### src/rtl/prog_priority_encoder_pipe.sv
// prog_priority_encoder_pipe
//   Two-stage pipelined programmable priority encoder. A WIDTH-bit request
//   vector is searched upward from an effective start pointer (0, in_ptr or
//   the internal round-robin pointer) with wrap-around. The winning index and
//   its one-hot are returned on a registered valid/ready output.
//
// Ports
//   clk, rst_n            clock, synchronous active-low reset
//   in_valid/in_ready     request handshake
//   in_req                request bits, bit i = requester i
//   in_mode               0 LSB-first, 1 programmed pointer, 2 round-robin, 3 = 0
//   in_ptr                start pointer (mode 1) / round-robin load value
//   ptr_load              load rr_ptr from in_ptr, independent of in_valid
//   out_valid/out_ready   result handshake
//   out_found             at least one request bit was set
//   out_idx, out_onehot   winning index and its one-hot (zero when not found)
//   rr_ptr                current round-robin pointer
//
// A request handshaked at edge e sits in stage 1 after e and appears on the
// outputs after e+1 (i.e. presented after edge k, visible from edge k+2).
module prog_priority_encoder_pipe #(
    parameter int WIDTH = 64,
    parameter int IDX_W = $clog2(WIDTH)
) (
    input  logic             clk,
    input  logic             rst_n,
    input  logic             in_valid,
    output logic             in_ready,
    input  logic [WIDTH-1:0] in_req,
    input  logic [1:0]       in_mode,
    input  logic [IDX_W-1:0] in_ptr,
    input  logic             ptr_load,
    output logic             out_valid,
    input  logic             out_ready,
    output logic             out_found,
    output logic [IDX_W-1:0] out_idx,
    output logic [WIDTH-1:0] out_onehot,
    output logic [IDX_W-1:0] rr_ptr
);

    localparam int NG = WIDTH / 8;

    // stage 1 state
    logic                  s1_v_q,   s1_v_d;
    logic [NG-1:0][2:0]    s1_sub_q, s1_sub_d;
    logic [NG-1:0]         s1_any_q, s1_any_d;
    logic [IDX_W-1:0]      s1_ptr_q, s1_ptr_d;
    logic                  s1_rr_q,  s1_rr_d;

    // stage 2 (output) state
    logic                  out_valid_q,  out_valid_d;
    logic                  out_found_q,  out_found_d;
    logic [IDX_W-1:0]      out_idx_q,    out_idx_d;
    logic [WIDTH-1:0]      out_onehot_q, out_onehot_d;
    logic                  out_rr_q,     out_rr_d;
    logic [IDX_W-1:0]      rr_ptr_q,     rr_ptr_d;

    logic                  s1_adv, s2_adv;
    logic [IDX_W-1:0]      eff_ptr;
    logic [WIDTH-1:0]      rot_req;
    logic                  g_found;
    logic [IDX_W-1:0]      rot_idx;
    logic [IDX_W-1:0]      win_idx;

    // ---------------- pipeline control ----------------
    always_comb begin
        s2_adv   = !out_valid_q || out_ready;
        s1_adv   = s2_adv || !s1_v_q;
        in_ready = rst_n && s1_adv;
    end

    // ---------------- stage 1: rotate + group encode ----------------
    always_comb begin
        case (in_mode)
            2'd1:    eff_ptr = in_ptr;
            2'd2:    eff_ptr = rr_ptr_q;
            default: eff_ptr = '0;
        endcase
    end

    // rotate right by eff_ptr so that the search always starts at bit 0
    always_comb begin
        rot_req = '0;
        for (int i = 0; i < WIDTH; i++) begin
            rot_req[i] = in_req[(i + int'(eff_ptr)) % WIDTH];
        end
    end

    always_comb begin
        s1_sub_d = s1_sub_q;
        s1_any_d = s1_any_q;
        s1_ptr_d = s1_ptr_q;
        s1_rr_d  = s1_rr_q;
        s1_v_d   = s1_v_q;
        if (s1_adv) begin
            s1_v_d   = in_valid && in_ready;
            s1_ptr_d = eff_ptr;
            s1_rr_d  = (in_mode == 2'd2);
            for (int g = 0; g < NG; g++) begin
                s1_any_d[g] = |rot_req[g*8 +: 8];
                s1_sub_d[g] = 3'd0;
                // descending scan leaves the lowest set bit
                for (int b = 7; b >= 0; b--) begin
                    if (rot_req[g*8 + b]) s1_sub_d[g] = 3'(b);
                end
            end
        end
    end

    // ---------------- stage 2: group select + un-rotate ----------------
    always_comb begin
        g_found = 1'b0;
        rot_idx = '0;
        for (int g = 0; g < NG; g++) begin
            if (!g_found && s1_any_q[g]) begin
                g_found = 1'b1;
                rot_idx = IDX_W'(g * 8) + IDX_W'(s1_sub_q[g]);
            end
        end
        // WIDTH is a power of two, so natural wrap gives mod WIDTH
        win_idx = rot_idx + s1_ptr_q;
    end

    always_comb begin
        out_valid_d  = out_valid_q;
        out_found_d  = out_found_q;
        out_idx_d    = out_idx_q;
        out_onehot_d = out_onehot_q;
        out_rr_d     = out_rr_q;
        if (s2_adv) begin
            out_valid_d  = s1_v_q;
            out_found_d  = s1_v_q && g_found;
            out_idx_d    = (s1_v_q && g_found) ? win_idx : '0;
            out_onehot_d = (s1_v_q && g_found) ? (WIDTH'(1) << win_idx) : '0;
            out_rr_d     = s1_rr_q;
        end
    end

    // ptr_load has priority over the handshake-driven advance
    always_comb begin
        rr_ptr_d = rr_ptr_q;
        if (ptr_load)
            rr_ptr_d = in_ptr;
        else if (out_valid_q && out_ready && out_rr_q && out_found_q)
            rr_ptr_d = out_idx_q + IDX_W'(1);
    end

    always_ff @(posedge clk) begin
        if (!rst_n) begin
            s1_v_q       <= 1'b0;
            s1_sub_q     <= '0;
            s1_any_q     <= '0;
            s1_ptr_q     <= '0;
            s1_rr_q      <= 1'b0;
            out_valid_q  <= 1'b0;
            out_found_q  <= 1'b0;
            out_idx_q    <= '0;
            out_onehot_q <= '0;
            out_rr_q     <= 1'b0;
            rr_ptr_q     <= '0;
        end else begin
            s1_v_q       <= s1_v_d;
            s1_sub_q     <= s1_sub_d;
            s1_any_q     <= s1_any_d;
            s1_ptr_q     <= s1_ptr_d;
            s1_rr_q      <= s1_rr_d;
            out_valid_q  <= out_valid_d;
            out_found_q  <= out_found_d;
            out_idx_q    <= out_idx_d;
            out_onehot_q <= out_onehot_d;
            out_rr_q     <= out_rr_d;
            rr_ptr_q     <= rr_ptr_d;
        end
    end

    assign out_valid  = out_valid_q;
    assign out_found  = out_found_q;
    assign out_idx    = out_idx_q;
    assign out_onehot = out_onehot_q;
    assign rr_ptr     = rr_ptr_q;

endmodule

### config.mk
export PLATFORM = sky130hd
export DESIGN_NAME = prog_priority_encoder_pipe
export DESIGN_NICKNAME = d
export VERILOG_FILES = /design/src/rtl/prog_priority_encoder_pipe.sv
export SDC_FILE = /design/constraint.sdc
export NUM_CORES = 1
export LEC_CHECK = 0
export BUFFER_PORTS_ARGS = -buffer_cell sky130_fd_sc_hd__buf_2
export CAP_MARGIN = 20
export CORE_MARGIN = 5
export CORE_UTILIZATION = 50
export CTS_CLUSTER_DIAMETER = 30
export DETAILED_ROUTE_END_ITERATION = 16
export GPL_TIMING_DRIVEN = 1
export PLACE_DENSITY_LB_ADDON = 0.1
export SLEW_MARGIN = 20
export SYNTH_ARGS = -nofsm -noshare
export SYNTH_HDL_FRONTEND = slang
export SYNTH_SLANG_ARGS = --single-unit
### constraint.sdc
create_clock -name clk -period 5 [get_ports clk]
set_input_delay 0 -clock clk [delete_from_list [all_inputs] [get_ports clk]]
set_output_delay 0 -clock clk [all_outputs]
set_load 0.02 [all_outputs]
==> run_summary.xml <==
<?xml version="1.0" encoding="UTF-8"?>
<metrics>
  <group name="power_and_ir_drop">
    <metric name="power.share.switching" unit="">0.384</metric>
    <metric name="switching_power" unit="uW">1550</metric>
    <metric name="share_comb_of_total_power" unit="">0.421</metric>
    <metric name="totalPowerFinal" unit="uW">4030</metric>
    <metric name="power_per_cell_area" unit="mW/mm2">290</metric>
    <metric name="pwr-share-seq" unit="">0.255</metric>
    <metric name="power.leakage" unit="uW">0.00514</metric>
    <metric name="ir_worst_vdd" unit="uV">232</metric>
    <metric name="pwr-share-clk" unit="">0.324</metric>
    <metric name="internal_power" unit="uW">2480</metric>
  </group>
  <group name="detailed_routing">
    <metric name="routed_wirelength" unit="um">45500</metric>
    <metric name="drc" unit="">0</metric>
    <metric name="antenna_viol_nets_final" unit="">0</metric>
    <metric name="routed-via-count" unit="">12700</metric>
    <metric name="drt_first_iter_violations" unit="">1651</metric>
    <metric name="drt_pre_antenna_iters" unit="">6</metric>
    <metric name="post_drt_wl_per_cell" unit="um">24.6</metric>
    <metric name="routed_via_density" unit="">6.84</metric>
  </group>
  <group name="floorplan">
    <metric name="dieArea" unit="mm2">0.0273</metric>
    <metric name="core_area" unit="mm2">0.0236</metric>
    <metric name="fp-row-count" unit="">56</metric>
    <metric name="die_w" unit="um">165</metric>
    <metric name="pin_count" unit="">156</metric>
    <metric name="initial_utilization" unit="">0.510</metric>
    <metric name="fp.dieH" unit="um">165</metric>
  </group>
  <group name="clock_network">
    <metric name="post_cts.repair.setup_buffers" unit="">0</metric>
    <metric name="clock_pin_slew_of_the_registers_on_the_worst_case_setup_and_hold_paths" unit="ns">0.06</metric>
    <metric name="cts_buffer_depth" unit="">2</metric>
    <metric name="cts_num_sinks" unit="">119</metric>
    <metric name="cts_resized" unit="">0</metric>
    <metric name="cts_made_buffers" unit="">17</metric>
    <metric name="htreeDepth" unit="">4</metric>
    <metric name="holdBufCountCts" unit="">13</metric>
    <metric name="cell_at_the_root_of_the_clock_tree" unit="">clkbuf_16</metric>
    <metric name="tritoncts" unit="">built</metric>
    <metric name="clk-insertion-delay-late" unit="ns">0.42</metric>
  </group>
  <group name="sta">
    <metric name="max_clock_freq" unit="MHz">233</metric>
    <metric name="maxSlewHeadroom" unit="">0.335</metric>
    <metric name="min_period" unit="ns">4.30</metric>
    <metric name="clock-skew-final" unit="ns">0.0145</metric>
    <metric name="grt_setup_unrepaired" unit="">false</metric>
    <metric name="timing.final.hold_violations" unit="">0</metric>
    <metric name="worst-slew-pin-transition" unit="ns">0.983</metric>
    <metric name="fin_worst_hold_slack" unit="ns">0.0659</metric>
    <metric name="tns" unit="ns">0</metric>
    <metric name="fin_ws" unit="ns">0.705</metric>
    <metric name="maxSlewViolCount" unit="">0</metric>
    <metric name="setup_viol_count_final" unit="">0</metric>
    <metric name="final.period_utilization" unit="">0.859</metric>
  </group>
  <group name="yosys">
    <metric name="dominantRegCellSynth" unit="">dfxtp_1</metric>
    <metric name="synth_area_per_cell" unit="um2">8.57</metric>
    <metric name="syn-instance-count" unit="">1405</metric>
    <metric name="yosys.cell_types.count" unit="">66</metric>
    <metric name="postSynth.asyncResetShare" unit="">0</metric>
    <metric name="syn_nets" unit="">1504</metric>
    <metric name="yosysSeqAreaShare" unit="">0.198</metric>
    <metric name="combined_area_of_all_synthesized_cells" unit="mm2">0.0120</metric>
    <metric name="ys_warn_count" unit="">0</metric>
    <metric name="synth_seq_cells" unit="">119</metric>
    <metric name="synth-edff-count" unit="">0</metric>
  </group>
  <group name="setup_path">
    <metric name="end_kind" unit="">flop</metric>
    <metric name="worstSetupPathType" unit="">reg2reg</metric>
    <metric name="crit_path_cell_trace" unit="">a22o_2 -&gt; nand2_1 -&gt; clkinv_1 -&gt; ha_1 -&gt; buf_4 -&gt; or3_1 -&gt; and2_1 -&gt; nand3b_1 -&gt; and4_1 -&gt; o22ai_1 -&gt; nor4b_1 -&gt; a21boi_0 -&gt; o21ai_1</metric>
    <metric name="critical_path_peak_fanout" unit="">12</metric>
    <metric name="cp_data_required_time" unit="ns">5.29</metric>
    <metric name="crit_slowest_cell" unit="">nor4b_1</metric>
    <metric name="setup.reg_to_reg.worst_slack" unit="ns">0.70</metric>
    <metric name="critPathLaunchType" unit="">flop</metric>
    <metric name="crit_arrival" unit="ns">4.59</metric>
    <metric name="max_stage_delay" unit="ns">0.82</metric>
  </group>
  <group name="layout">
    <metric name="diode_count" unit="">0</metric>
    <metric name="syn2layout_area_growth" unit="%">15.3</metric>
    <metric name="final_nets" unit="">1620</metric>
    <metric name="n_fill_cell" unit="">2122</metric>
    <metric name="commonest_cells_after_routing_fill_and_taps_aside" unit="">167 x nor2_1, 155 x buf_2, 119 x dfxtp_1, 114 x nand2_1, 111 x mux4_2</metric>
    <metric name="drive_above_1_share" unit="">0.247</metric>
    <metric name="layout.cells.most_common" unit="">nor2_1</metric>
  </group>
  <group name="place">
    <metric name="pre_cts_ws" unit="ns">0.677</metric>
    <metric name="numPortBuffers" unit="">155</metric>
    <metric name="half_perimeter_wire_length_after_detailed_placement" unit="um">34600</metric>
    <metric name="gp_congestion" unit="">1.07</metric>
  </group>
  <group name="worst_hold_path">
    <metric name="worstHoldPathType" unit="">in2reg</metric>
  </group>
  <group name="global_routing">
    <metric name="grt_pass1_wl" unit="um">69300</metric>
    <metric name="grt.total_usage" unit="">0.329</metric>
    <metric name="maximum_number_of_pins_on_one_net_before_global_route_repair" unit="">111</metric>
    <metric name="first_global_vias" unit="">11800</metric>
    <metric name="overflow" unit="">0</metric>
    <metric name="antenna_found_initial" unit="">0</metric>
  </group>
  <group name="status">
    <metric name="outcome" unit="">complete, no violations</metric>
  </group>
  <group name="run">
    <metric name="cap_violations" unit="">0</metric>
  </group>
</metrics>
==> area by class of cell <==
| class | instances | area, um2 | area share |
|---|---|---|---|
| clock buffer | 18 | 439 | 0.0316 |
| tap | 319 | 399 | 0.0287 |
| inverter | 26 | 97.6 | 0.00703 |
| sequential | 119 | 2380 | 0.172 |
| clock inverter | 14 | 186 | 0.0134 |
| timing repair buffer | 207 | 1220 | 0.0881 |
| multi-input combinational | 1150 | 9160 | 0.660 |
==> power groups by stage <==
stage	clock network (uW)	logic, uW	registers (uW)
global route	1370	1790	1030
detailed placement	0	1630	1050
finish	1310	1700	1030
global placement	0	1610	1050
CTS	1320	1650	1030
floorplan	0	1140	1040
==> cell families after synthesis <==
kind of cell / synth area share
multiplexers: 0.279
flip-flops: 0.198
XOR/XNOR: 0.0420
AND/OR/NAND/NOR: 0.183
AO/OA/AOI/OAI: 0.230
buffers and inverters: 0.0455
adder cells (fa/ha/maj): 0.0235
==> stage by stage <==
step / instances / area [um2] / utilization
CTS: 1853 / 13900 / 0.588
floorplan: 1405 / 12000 / -
global placement: 1808 / 13100 / 0.556
global route: 1853 / 13900 / 0.588
detailed placement: 1808 / 13100 / 0.556
finish: 1853 / 13900 / 0.588
==> per-layer routing <==
metal  GRT usage  share of wire
met1       0.427           0.40
met2       0.507           0.44
met3      0.0730          0.095
met4       0.189          0.063
met5           0              0
==> synth_stat cells, types with 10 or more instances <==
library cell	number	area share
inv_1	22	0.0069
nor3_1	30	0.012
a22oi_1	101	0.063
a21oi_1	57	0.024
a21boi_0	10	0.0062
nor2b_1	23	0.012
mux2_2	22	0.021
and3_1	13	0.0068
ha_1	21	0.022
dfxtp_1	119	0.20
mux2i_1	61	0.051
o21ai_0	83	0.034
a221oi_1	11	0.0080
clkbuf_1	89	0.028
buf_2	12	0.0050
a211oi_1	48	0.030
xnor2_1	45	0.033
o31ai_1	11	0.0069
nand2_1	114	0.036
mux4_2	111	0.21
a32oi_1	24	0.017
nor2_1	167	0.052
nand3_1	67	0.028
==> sequential cells by signal, summed over array words and instances, names as in the netlist <==
signal / cells
out_idx: 6
s1_rr_q: 1
out_onehot: 64
out_rr_q: 1
s1_any_q: 8
s1_sub_q: 24
s1_v_q: 1
out_valid: 1
rr_ptr: 6
out_found: 1
s1_ptr_q: 6
==> final timing paths <==
path,startpoint,end,cells after the start
worst max-delay path,rr_ptr[1],s1_sub_q[19],13
worst min-delay path,out_ready,out_rr_q,4
worst max register to register,rr_ptr[1],s1_sub_q[19],13
worst min register to register,out_rr_q,out_rr_q,2
==> worst max-delay path, delay by kind of cell, from the launching register on <==
kind                     cells  cell delay (ns)
AND/OR/NAND/NOR              6             2.26
AO/OA/AOI/OAI                4             0.80
buffers and inverters        2             0.47
flip-flops                   1             0.34
adder cells (fa/ha/maj)      1             0.30
(Power assumes the default switching activity.)
